[config.mk]
export PLATFORM = sky130hd
export DESIGN_NAME = mtm_alu_arbiter_flat
export DESIGN_NICKNAME = d
export VERILOG_FILES = /design/src/rtl/mtm_alu_arbiter_if.sv /design/src/rtl/mtm_alu_arbiter.sv /design/src/flat_wrapper.sv
export SDC_FILE = /design/constraint.sdc
export NUM_CORES = 1
export LEC_CHECK = 0
export BUFFER_PORTS_ARGS = -buffer_cell sky130_fd_sc_hd__clkbuf_2
export CAP_MARGIN = 25
export CORE_MARGIN = 2
export CORE_UTILIZATION = 25
export DETAILED_ROUTE_END_ITERATION = 8
export HOLD_SLACK_MARGIN = 0.03
export PLACE_DENSITY = 0.59
export SLEW_MARGIN = 25
export SYNTH_ARGS = -nofsm -noshare
export SYNTH_HDL_FRONTEND = slang
export SYNTH_SLANG_ARGS = --single-unit
[constraint.sdc]
create_clock -name clk -period 2.8 [get_ports clk]
set_clock_uncertainty 0.2 [all_clocks]
set_input_delay 0.56 -clock clk [delete_from_list [all_inputs] [get_ports clk]]
set_output_delay 0.56 -clock clk [all_outputs]
set_load 0.01 [all_outputs]
[src/rtl/mtm_alu_arbiter_if.sv]
// mtm_alu_arbiter_if
//   Bundles every bus signal of the ALU-core arbiter: the two requester
//   channels, the core drive/return wires, the response channel and the
//   error counter. The arbiter connects through the slave modport; the
//   requesters/core/consumer side (or a bench) uses the master modport.
//
//   req0_* / req1_* : valid/ready handshake plus operands A, B and ctl byte
//   core_a/b/ctl    : registered drive into the shared core
//   core_c/ctl_out  : core result and status byte
//   rsp_*           : valid/ready response tagged with the requester id
//   err_count       : saturating count of responses with ctl bit 7 set
interface mtm_alu_arbiter_if;
    logic        req0_valid;
    logic        req0_ready;
    logic [31:0] req0_a;
    logic [31:0] req0_b;
    logic [7:0]  req0_ctl;
    logic        req1_valid;
    logic        req1_ready;
    logic [31:0] req1_a;
    logic [31:0] req1_b;
    logic [7:0]  req1_ctl;
    logic [31:0] core_a;
    logic [31:0] core_b;
    logic [7:0]  core_ctl;
    logic [31:0] core_c;
    logic [7:0]  core_ctl_out;
    logic        rsp_valid;
    logic        rsp_ready;
    logic        rsp_id;
    logic [31:0] rsp_c;
    logic [7:0]  rsp_ctl;
    logic [7:0]  err_count;

    modport slave (
        input  req0_valid, req0_a, req0_b, req0_ctl,
        output req0_ready,
        input  req1_valid, req1_a, req1_b, req1_ctl,
        output req1_ready,
        output core_a, core_b, core_ctl,
        input  core_c, core_ctl_out,
        output rsp_valid, rsp_id, rsp_c, rsp_ctl,
        input  rsp_ready,
        output err_count
    );

    modport master (
        output req0_valid, req0_a, req0_b, req0_ctl,
        input  req0_ready,
        output req1_valid, req1_a, req1_b, req1_ctl,
        input  req1_ready,
        input  core_a, core_b, core_ctl,
        output core_c, core_ctl_out,
        input  rsp_valid, rsp_id, rsp_c, rsp_ctl,
        output rsp_ready,
        input  err_count
    );
endinterface

[src/rtl/mtm_alu_arbiter.sv]
// mtm_alu_arbiter
//   Shares one mtm_Alu_core between two requesters. A round-robin grant
//   picks one operation, the operands are registered onto the core inputs
//   and held for the core latency, the core result is captured and handed
//   out on a single response channel tagged with the requester id.
//   One operation is in flight at a time: IDLE -> EXEC -> RESP -> IDLE.
//
//   Ports:
//     clk   : clock, rising edge
//     rst_n : asynchronous reset, active low
//     bus   : mtm_alu_arbiter_if.slave (requesters, core, response, err_count)
//
//   Parameters:
//     CORE_LAT : core cycles from input sampling edge to valid result (1..4)
//     IDLE_CTL : ctl byte driven to the core while no op is in flight
module mtm_alu_arbiter #(
    parameter int unsigned CORE_LAT = 1,
    parameter logic [7:0]  IDLE_CTL = 8'h20
) (
    input logic              clk,
    input logic              rst_n,
    mtm_alu_arbiter_if.slave bus
);

    typedef enum logic [1:0] {
        ST_IDLE = 2'd0,
        ST_EXEC = 2'd1,
        ST_RESP = 2'd2
    } state_t;

    localparam logic [2:0] LAT_LOAD = 3'(CORE_LAT);

    state_t      state_q, state_d;
    logic        last_q, last_d;       // 1: req1 was granted last
    logic [2:0]  lat_q, lat_d;
    logic [31:0] core_a_q, core_a_d;
    logic [31:0] core_b_q, core_b_d;
    logic [7:0]  core_ctl_q, core_ctl_d;
    logic        rsp_valid_q, rsp_valid_d;
    logic        rsp_id_q, rsp_id_d;
    logic [31:0] rsp_c_q, rsp_c_d;
    logic [7:0]  rsp_ctl_q, rsp_ctl_d;
    logic [7:0]  err_q, err_d;

    logic        gnt0, gnt1;
    logic        acc0, acc1;
    logic        rsp_hs;
    logic        lat_done;

    function automatic logic [7:0] sat_inc8(input logic [7:0] v);
        return (v == 8'hFF) ? v : v + 8'd1;
    endfunction

    // State register
    always_ff @(posedge clk or negedge rst_n) begin
        if (!rst_n) begin
            state_q     <= ST_IDLE;
            last_q      <= 1'b1;       // so that req0 wins the first tie
            lat_q       <= 3'd0;
            core_a_q    <= 32'd0;
            core_b_q    <= 32'd0;
            core_ctl_q  <= IDLE_CTL;
            rsp_valid_q <= 1'b0;
            rsp_id_q    <= 1'b0;
            rsp_c_q     <= 32'd0;
            rsp_ctl_q   <= 8'd0;
            err_q       <= 8'd0;
        end else begin
            state_q     <= state_d;
            last_q      <= last_d;
            lat_q       <= lat_d;
            core_a_q    <= core_a_d;
            core_b_q    <= core_b_d;
            core_ctl_q  <= core_ctl_d;
            rsp_valid_q <= rsp_valid_d;
            rsp_id_q    <= rsp_id_d;
            rsp_c_q     <= rsp_c_d;
            rsp_ctl_q   <= rsp_ctl_d;
            err_q       <= err_d;
        end
    end

    // Next-state logic
    always_comb begin
        state_d     = state_q;
        last_d      = last_q;
        lat_d       = lat_q;
        core_a_d    = core_a_q;
        core_b_d    = core_b_q;
        core_ctl_d  = core_ctl_q;
        rsp_valid_d = rsp_valid_q;
        rsp_id_d    = rsp_id_q;
        rsp_c_d     = rsp_c_q;
        rsp_ctl_d   = rsp_ctl_q;
        err_d       = err_q;
        unique case (state_q)
            ST_IDLE: begin
                if (acc0 || acc1) begin
                    state_d    = ST_EXEC;
                    last_d     = acc1;
                    lat_d      = LAT_LOAD;
                    core_a_d   = acc1 ? bus.req1_a   : bus.req0_a;
                    core_b_d   = acc1 ? bus.req1_b   : bus.req0_b;
                    core_ctl_d = acc1 ? bus.req1_ctl : bus.req0_ctl;
                    rsp_id_d   = acc1;
                end
            end
            ST_EXEC: begin
                // Counter runs CORE_LAT+1 edges: one for the core to sample,
                // CORE_LAT more for its result to settle on core_c/ctl_out.
                if (lat_done) begin
                    state_d     = ST_RESP;
                    rsp_c_d     = bus.core_c;
                    rsp_ctl_d   = bus.core_ctl_out;
                    rsp_valid_d = 1'b1;
                    core_ctl_d  = IDLE_CTL;
                end else begin
                    lat_d = lat_q - 3'd1;
                end
            end
            ST_RESP: begin
                if (rsp_hs) begin
                    state_d     = ST_IDLE;
                    rsp_valid_d = 1'b0;
                    if (rsp_ctl_q[7]) begin
                        err_d = sat_inc8(err_q);
                    end
                end
            end
            default: begin
                state_d = ST_IDLE;
            end
        endcase
    end

    // Outputs
    always_comb begin
        // Tie goes to whoever was not granted last; a lone requester always wins.
        gnt0     = bus.req0_valid && (!bus.req1_valid || last_q);
        gnt1     = bus.req1_valid && (!bus.req0_valid || !last_q);
        acc0     = rst_n && (state_q == ST_IDLE) && gnt0;
        acc1     = rst_n && (state_q == ST_IDLE) && gnt1;
        rsp_hs   = rsp_valid_q && bus.rsp_ready;
        lat_done = (lat_q == 3'd0);

        bus.req0_ready = acc0;
        bus.req1_ready = acc1;
        bus.core_a     = core_a_q;
        bus.core_b     = core_b_q;
        bus.core_ctl   = core_ctl_q;
        bus.rsp_valid  = rsp_valid_q;
        bus.rsp_id     = rsp_id_q;
        bus.rsp_c      = rsp_c_q;
        bus.rsp_ctl    = rsp_ctl_q;
        bus.err_count  = err_q;
    end

endmodule
[src/flat_wrapper.sv]
// flat-port wrapper written by rule: the top's interface ports become plain ports
module mtm_alu_arbiter_flat 
#(
    parameter int unsigned CORE_LAT = 1,
    parameter logic [7:0]  IDLE_CTL = 8'h20
)
  (clk, rst_n, bus_req0_valid, bus_req0_a, bus_req0_b, bus_req0_ctl, bus_req0_ready, bus_req1_valid, bus_req1_a, bus_req1_b, bus_req1_ctl, bus_req1_ready, bus_core_a, bus_core_b, bus_core_ctl, bus_core_c, bus_core_ctl_out, bus_rsp_valid, bus_rsp_id, bus_rsp_c, bus_rsp_ctl, bus_rsp_ready, bus_err_count);
  mtm_alu_arbiter_if bus_i ();
  input logic clk;
  input logic rst_n;
  input wire logic [$bits(bus_i.req0_valid)-1:0] bus_req0_valid;
  input wire logic [$bits(bus_i.req0_a)-1:0] bus_req0_a;
  input wire logic [$bits(bus_i.req0_b)-1:0] bus_req0_b;
  input wire logic [$bits(bus_i.req0_ctl)-1:0] bus_req0_ctl;
  output wire logic [$bits(bus_i.req0_ready)-1:0] bus_req0_ready;
  input wire logic [$bits(bus_i.req1_valid)-1:0] bus_req1_valid;
  input wire logic [$bits(bus_i.req1_a)-1:0] bus_req1_a;
  input wire logic [$bits(bus_i.req1_b)-1:0] bus_req1_b;
  input wire logic [$bits(bus_i.req1_ctl)-1:0] bus_req1_ctl;
  output wire logic [$bits(bus_i.req1_ready)-1:0] bus_req1_ready;
  output wire logic [$bits(bus_i.core_a)-1:0] bus_core_a;
  output wire logic [$bits(bus_i.core_b)-1:0] bus_core_b;
  output wire logic [$bits(bus_i.core_ctl)-1:0] bus_core_ctl;
  input wire logic [$bits(bus_i.core_c)-1:0] bus_core_c;
  input wire logic [$bits(bus_i.core_ctl_out)-1:0] bus_core_ctl_out;
  output wire logic [$bits(bus_i.rsp_valid)-1:0] bus_rsp_valid;
  output wire logic [$bits(bus_i.rsp_id)-1:0] bus_rsp_id;
  output wire logic [$bits(bus_i.rsp_c)-1:0] bus_rsp_c;
  output wire logic [$bits(bus_i.rsp_ctl)-1:0] bus_rsp_ctl;
  input wire logic [$bits(bus_i.rsp_ready)-1:0] bus_rsp_ready;
  output wire logic [$bits(bus_i.err_count)-1:0] bus_err_count;
  assign bus_i.req0_valid = bus_req0_valid;
  assign bus_i.req0_a = bus_req0_a;
  assign bus_i.req0_b = bus_req0_b;
  assign bus_i.req0_ctl = bus_req0_ctl;
  assign bus_req0_ready = bus_i.req0_ready;
  assign bus_i.req1_valid = bus_req1_valid;
  assign bus_i.req1_a = bus_req1_a;
  assign bus_i.req1_b = bus_req1_b;
  assign bus_i.req1_ctl = bus_req1_ctl;
  assign bus_req1_ready = bus_i.req1_ready;
  assign bus_core_a = bus_i.core_a;
  assign bus_core_b = bus_i.core_b;
  assign bus_core_ctl = bus_i.core_ctl;
  assign bus_i.core_c = bus_core_c;
  assign bus_i.core_ctl_out = bus_core_ctl_out;
  assign bus_rsp_valid = bus_i.rsp_valid;
  assign bus_rsp_id = bus_i.rsp_id;
  assign bus_rsp_c = bus_i.rsp_c;
  assign bus_rsp_ctl = bus_i.rsp_ctl;
  assign bus_i.rsp_ready = bus_rsp_ready;
  assign bus_err_count = bus_i.err_count;
  mtm_alu_arbiter #(.CORE_LAT(CORE_LAT), .IDLE_CTL(IDLE_CTL)) u_core (.clk(clk), .rst_n(rst_n), .bus(bus_i));
endmodule
## Yosys cells after proc, flatten, opt, wreduce, memory -nomap -nowiden

Index checks and enable logic that the tools add are counted.

- Register bits: 128
- Input bits: 189
- Output and inout port bits: 124
- Logic and storage cells: 60

- $add $sub $neg: 2
- Eq/ne operators: 7
- Mux-type cells: 16
- Bitwise operators: 1
- Reduce and logical (&&, ||, !) cells: 23

Operators by type and width:

| operator | number |
|---|---|
| two-way mux 32 bit | 2 |
| two-way mux 8 bit | 3 |
| case mux 8 bit (2 select lines) | 1 |
| AND reduction 3 bit | 4 |
| adder 8 x 1 -> 8 bit, second input constant | 1 |
| == test 8 bit, second input constant | 1 |
| logical AND 1 bit | 6 |
| two-way mux 2 bit | 3 |
| two-way mux 3 bit | 2 |
| inequality test 2 x 1 -> 1 bit, second input constant | 3 |
| case mux 2 bit (3 select lines) | 1 |
| case mux 3 bit (2 select lines) | 1 |
| AND reduction 2 bit | 2 |
| AND reduction 4 bit | 1 |
| nonzero test 2 bit | 2 |
| logical NOT 1 bit | 3 |
| logical NOT 3 bit | 1 |
| logical OR 1 bit | 3 |
| subtractor 3 x 1 -> 3 bit, second input constant | 1 |
| == test 2 x 1 -> 1 bit, second input constant | 1 |
| == test 2 bit, second input constant | 1 |
| logical NOT 2 bit | 1 |
| two-way mux 1 bit | 2 |
| inequality test 2 bit, second input constant | 1 |
| other kinds (2) | 2 |

## Depth between registers and ports, before layout

Gate-level depths: netlist (run 1).

- Word-level depth: 7
- Gate-level depth with buffers: 7
- Mapped depth without buffers: 6

## Worst setup path before layout (run 1)

Ideal clock, no wire load.

- Path kind: input to output
- Start point: input rst_n
- End point: output bus_req0_ready
- Arrival: 1.086 ns
- Required time: 2.040 ns
- Setup slack: 0.954 ns
- Stages: 3
- Path buffers: 0
- Cells stage by stage: nor3b_4 > nand2_1 > a21oi_1

- Longest elaborated chain between the ends: 2

Ends and longest elaborated chain:

| item | line | source |
|---|---|---|
| start, declared | flat_wrapper.sv:10 | `input logic rst_n;` |
| logical AND 1 bit (2 in series) | mtm_alu_arbiter.sv:141 | `acc0 = rst_n && (state_q == ST_IDLE) && gnt0;` |
| end, declared | flat_wrapper.sv:15 | `output wire logic [$bits(bus_i.req0_ready)-1:0] bus_req0_ready;` |

Every way passes these cells.

## Final worst setup path (run 1)

- Start point: register u_core.state_q[1]
- End point: output bus_req0_ready

- Longest elaborated chain between the ends: 3

Ends and longest elaborated chain:

| item | line | source |
|---|---|---|
| start, declared | mtm_alu_arbiter.sv:33 | `state_t state_q, state_d;` |
| start signal, assigned | mtm_alu_arbiter.sv:69 | `state_q <= state_d;` |
| logical NOT 2 bit | mtm_alu_arbiter.sv:141 |  |
| logical AND 1 bit (2 in series) | mtm_alu_arbiter.sv:141 |  |

Every way passes these cells.

==> results of run 1 <==
sequential cells by signal (all words and copies together) (netlist names):
name	cells
u_core.lat_q	3
u_core.state_q	2
u_core.bus.rsp_c	32
u_core.bus.err_count	8
u_core.bus.core_ctl	8
u_core.bus.core_a	32
u_core.bus.rsp_valid	1
u_core.last_q	1
u_core.bus.core_b	32
u_core.bus.rsp_id	1
u_core.bus.rsp_ctl	8
final cells by class:
class / instances / area share
multi-input cells: 398 / 0.278
clock buffers: 22 / 0.0580
repair buffers: 323 / 0.210
well taps: 285 / 0.0436
flip-flops and latches: 128 / 0.392
inverters: 5 / 0.00230
clock inverters: 10 / 0.0164
layer usage:
layer  routed length (µm)  global-route usage  vias up
met5                    0                   0        -
met4                  238              0.0498        0
met3                 1010              0.0357       14
met2                 7800               0.224      164
met1                 6780               0.162     2246
li1                     -                   -     2497
worst paths after layout:
check,start,to,slack (ns),depth (start not counted)
worst min register to register,u_core.bus.rsp_ctl[6],u_core.bus.rsp_ctl[6],0.27,2
worst max-delay path,u_core.state_q[1],bus_req0_ready,0.42,4
max in group asynchronous,rst_n,u_core.bus.core_a[7],1.77,2
worst max register to register,u_core.state_q[1],u_core.bus.core_ctl[6],0.90,5
min in group clk,bus_core_c[19],u_core.bus.rsp_c[19],0.14,3
worst min-delay path,rst_n,u_core.bus.rsp_c[10],0.06,2
power by group:
part	switching, W	internal (W)	leakage (nW)
clock network	0.000804	0.00147	0.296
registers	0.000485	0.00270	1.59
logic	0.00180	0.00129	2.54
total	0.00309	0.00546	4.43
cell usage in the layout (no fill, tap or decap), types with 4 or more instances in the layout:
cell and instances:
mux2_2 5, nand2_1 197, clkinv_2 4, nand3_1 13, dfrtp_1 126, o21ai_1 51, o21ai_0 25, mux2i_1 72
nor2_1 4, buf_12 5, inv_1 5, buf_4 6, clkbuf_16 17, clkbuf_2 311
critical path, stage by stage (launching register included):
cell,delay (ns)
dfrtp_1,0.45
nor3b_4,0.40
nand2_1,0.09
a21oi_1,0.13
clkbuf_2,0.15
logic make-up (layout without fill, tap and decap cells):
family / after synthesis / in the layout / share of synthesized area
AND/OR/NAND/NOR: 229 / 229 / 0.168
buffers and inverters: 38 / 360 / 0.0439
flip-flops: 128 / 128 / 0.562
multiplexers: 78 / 78 / 0.138
AO/OA/AOI/OAI: 87 / 87 / 0.0799
adder cells (fa/ha/maj): 3 / 3 / 0.00658
XOR/XNOR: 1 / 1 / 0.00154
stage by stage:
step	worst slack (ns)	hold WS [ns]	total power, W
6_report	0.419	0.0585	0.00856
3_3_place_gp	0.585	0.259	0.00633
3_5_place_dp	0.607	0.261	0.00640
4_1_cts	0.378	0.110	0.00871
2_1_floorplan	0.954	0.0644	0.00499
5_1_grt	0.235	0.125	0.00923
==> impl_metrics.py, run 1 <==
metrics = {
    "logic_synthesis": {
        "ys.warnings.count": 0,
        "synth_common_cells": "197 x nand2_1, 126 x dfrtp_1, 72 x mux2i_1",
        "syn-num-nets": 756,
        "synth_top_area_cell": "dfrtp_1",
        "syn_area_per_cell_um2": 10.1,
        "synth-main-ff-cell": "dfrtp_1",
        "synth_most_common_cell": "nand2_1",
        "syn_area_um2": 5700,
        "yosysSeqAreaShare": 0.562,
        "synth_edf_count": 0,
        "synth-async-reset-ratio": 1.00,
        "ys_seq_elements": 128,
        "synth.area.top_cells": "dfrtp_1 55%, nand2_1 13%, mux2i_1 13%",
        "synth_top_area_frac": 0.553,
        "yosysUniqueCellTypes": 38,
        "synthesis.instances": 564,
    },
    "floorplan": {
        "die-area_um2": 24000,
        "initial_utilization": 0.253,
        "die_h_um": 155,
        "rows": 55,
        "io_pins": 313,
        "core-area_um2": 22500,
        "fp.dieW_um": 155,
    },
    "final_layout": {
        "area_growth_syn_to_layout_pct": 43.3,
        "seq_area_um2": 3210,
        "n_antenna_cell": 0,
        "final_cell_area_um2": 8170,
        "fin_util": 0.363,
        "drive_above_1_share": 0.415,
        "n_fill_cell": 2332,
        "layout.nets": 1065,
        "multi_input_comb_area_um2": 2270,
        "final_cells": 1171,
    },
    "worst_setup_path": {
        "crit_arrival_ns": 1.62,
        "critical_path_class": "flip-flop to primary output",
        "startpoint_type": "flip-flop",
        "required_ns": 2.04,
        "critPathMaxFanout": 6,
        "crit_path_end_kind": "primary output",
    },
    "grt": {
        "grt_max_degree": 129,
        "grt_pass1_wl_um": 25000,
        "first_global_vias": 4880,
        "antenna_found_initial": 0,
        "grt.overflow.total": 0,
        "grtUsageTotal": 0.133,
    },
    "pwr": {
        "leakage_nw": 4.43,
        "ir_worst_vdd_v": 0.000380,
        "powerDensity_nw_per_um2": 1050,
    },
    "place": {
        "gp_congestion": 0.738,
        "dp_hpwl_um": 11800,
        "port_buffers": 312,
        "dpl.cell_count": 1139,
        "dpl_cell_area_um2": 7570,
    },
    "sta": {
        "setup_tns_ns": 0,
        "period_share": 0.850,
        "rsz0062_at_grt": "false",
        "finalHoldViolCount": 0,
        "tightest_slew_ns": 0.711,
        "period_needed_ns": 2.38,
        "slew_viol_final": 0,
        "setup-violations-final": 0,
        "relSlewSlack": 0.526,
        "timing.fmax_ghz": 0.420,
    },
    "route": {
        "drc": 0,
        "vias": 4921,
        "postRouteAntennaNets": 0,
        "drt_first_pass_iters": 4,
        "avgRoutedWirePerCell_um": 13.5,
        "first_iter_violations": 177,
        "drt_wl_total_um": 15800,
        "routed_via_density": 4.20,
    },
    "worst_hold_path": {
        "min-delay-path-class": "input pin to asynchronous set/reset pin",
    },
    "cts": {
        "ctsRootBufferMaster": "clkbuf_16",
        "ctsHoldBuffers": 0,
        "cts_tree": "yes",
        "clk_pin_slew_worst_paths_ns": 0.06,
        "clk_path_buf_depth": 2,
        "ctsResizeCount": 0,
        "postCtsSetupBuffers": 0,
        "cts_buffers": 17,
        "clk_latency_ns": 0.40,
        "htreeDepth": 4,
        "cts.sinks": 128,
    },
    "run_status": {
        "status": "completed",
    },
    "flow_run": {
        "maxCapViolCount": 0,
    },
}
Note: power is estimated with default switching activity, not from simulation.
==> run 2: changes to the inputs <==
==> constraint.sdc (replaced) <==
create_clock -name clk -period 2.8 [get_ports clk]
set_clock_uncertainty 0.2 [all_clocks]
set_input_delay 0.14 -clock clk [delete_from_list [all_inputs] [get_ports clk]]
set_output_delay 0.14 -clock clk [all_outputs]
set_load 0.01 [all_outputs]
==> impl_metrics.py, run 2 (same netlist as run 1, synthesis figures left out) <==
metrics = {
    "run_status": {
        "status": "completed",
    },
    "cts": {
        "cts_tree": "yes",
        "clk_latency_ns": 0.41,
        "ctsResizeCount": 0,
        "clk_path_buf_depth": 2,
        "cts_buffers": 17,
        "clk_pin_slew_worst_paths_ns": 0.06,
        "cts.sinks": 128,
        "ctsRootBufferMaster": "clkbuf_16",
        "htreeDepth": 4,
    },
    "worst_setup_path": {
        "cp_cell_sequence": "dlygate4sd3_1 > clkbuf_2 > a21boi_4 > buf_12 > buf_4 > mux2i_1 > dlygate4sd3_1 > o21ai_0",
        "critical_path_class": "input pin to flip-flop",
        "required_ns": 2.88,
        "startpoint_type": "input pin",
        "critPathMaxFanout": 42,
        "crit_slowest_cell": "dlygate4sd3_1",
        "r2r_start": "u_core.last_q",
        "crit_path_max_incr_delay_ns": 0.57,
        "cp_common_cell": "dlygate4sd3_1",
        "critPathLaunch": "bus_req1_valid",
        "crit_arrival_ns": 2.61,
        "crit_path_end_kind": "flip-flop",
    },
    "final_layout": {
        "fin_util": 0.447,
        "multi_input_comb_area_um2": 2270,
        "final_cell_area_um2": 10100,
        "layout_commonest_cell": "clkbuf_2",
        "final_cell_mix": "311 x clkbuf_2, 197 x nand2_1, 190 x dlygate4sd3_1",
        "area_growth_syn_to_layout_pct": 76.3,
        "n_antenna_cell": 0,
        "seq_area_um2": 3210,
        "drive_above_1_share": 0.343,
        "final_cells": 1359,
        "layout.nets": 1254,
        "n_fill_cell": 2071,
    },
    "route": {
        "postRouteAntennaNets": 0,
        "drc": 0,
        "routed_via_density": 4.25,
        "avgRoutedWirePerCell_um": 13.9,
        "vias": 5782,
        "wl_met2_um": 9560,
        "drt_first_pass_iters": 4,
        "wirelength_met1_um": 7900,
        "met3_length_um": 985,
        "first_iter_violations": 233,
        "drt_wl_total_um": 18900,
        "routed.top_layer": "met4",
    },
    "grt": {
        "grt_pass1_wl_um": 29800,
        "grt.overflow.total": 0,
        "grtUsageTotal": 0.156,
        "first_global_vias": 6030,
        "grt_max_degree": 129,
        "antenna_found_initial": 0,
    },
    "flow_run": {
        "maxCapViolCount": 0,
    },
    "place": {
        "dp_hpwl_um": 11800,
        "port_buffers": 312,
        "gp_congestion": 0.773,
        "dpl.cell_count": 1138,
        "dpl_cell_area_um2": 7530,
    },
    "pwr": {
        "ir_worst_vdd_v": 0.000372,
        "leakage_nw": 5.21,
        "powerDensity_nw_per_um2": 898,
    },
    "sta": {
        "slew_viol_final": 0,
        "tightest_slew_ns": 0.702,
        "timing.fmax_ghz": 0.395,
        "finalHoldViolCount": 0,
        "rsz0062_at_grt": "false",
        "period_needed_ns": 2.53,
        "relSlewSlack": 0.532,
        "setup_tns_ns": 0,
        "setup-violations-final": 0,
        "period_share": 0.904,
    },
    "floorplan": {
        "die_h_um": 155,
        "fp.dieW_um": 155,
        "initial_utilization": 0.253,
        "io_pins": 313,
        "rows": 55,
        "core-area_um2": 22500,
        "die-area_um2": 24000,
    },
    "worst_hold_path": {
        "min-delay-path-class": "input pin to asynchronous set/reset pin",
    },
}
==> run 2: cell count changes in the layout (fill, tap and decap cells not counted), moves of 2 or more <==
cell           previous run  this run
clkinvlp_4                2         4
dlygate4sd3_1             0       190
clkinv_2                  4         0
buf_12                    5         3
inv_6                     0         2
clkbuf_1                  2         0
==> run 2: stage by stage <==
stage	hold slack [ns]	worst slack (ns)	power, W
2_1_floorplan	-0.356	0.967	0.00499
5_1_grt	0.255	0.153	0.00968
3_3_place_gp	0.131	0.971	0.00630
3_5_place_dp	0.136	0.921	0.00637
4_1_cts	0.234	0.357	0.00912
6_report	0.241	0.270	0.00903
==> run 2: layout make-up <==
class / count / area share
flip-flops and latches: 128 / 0.319
inverters: 5 / 0.00187
clock inverters: 11 / 0.0154
clock buffers: 20 / 0.0464
repair buffers: 512 / 0.356
well taps: 285 / 0.0355
multi-input cells: 398 / 0.226
==> run 2: path summary, 6_finish.rpt <==
kind	to	cells past startpoint	slack, ns
setup reg to reg	u_core.bus.core_a[19]	6	0.41
max in group asynchronous	u_core.bus.core_b[9]	3	1.65
hold / removal	u_core.bus.rsp_c[23]	3	0.24
hold reg to reg	u_core.bus.rsp_c[1]	2	0.27
min in group clk	u_core.bus.rsp_c[13]	4	0.27
setup / recovery	u_core.bus.core_a[19]	8	0.27
==> run 2: what timing repair did <==
action,in CTS,in global routing
hold endpoints to repair,245,0
hold buffers,190,0
buffers inserted,0,0
==> run 2: worst max-delay path: cells and delay by family <==
kind | cells | cell delay (ns)
buf+inv | 5 | 1.85
compound gates | 2 | 0.33
mux | 1 | 0.23
==> run 2: where the power goes <==
| group | leakage (nW) | total, W | internal [W] | switching (W) |
|---|---|---|---|---|
| Sequential | 1.59 | 0.00319 | 0.00270 | 0.000486 |
| Combinational | 3.33 | 0.00350 | 0.00158 | 0.00192 |
| Clock | 0.291 | 0.00234 | 0.00148 | 0.000866 |
==> run 2: metal layers <==
metal,track usage,vias up
met3,0.0379,30
li1,-,2879
met5,0,-
met4,0.0622,0
met1,0.184,2670
met2,0.275,203
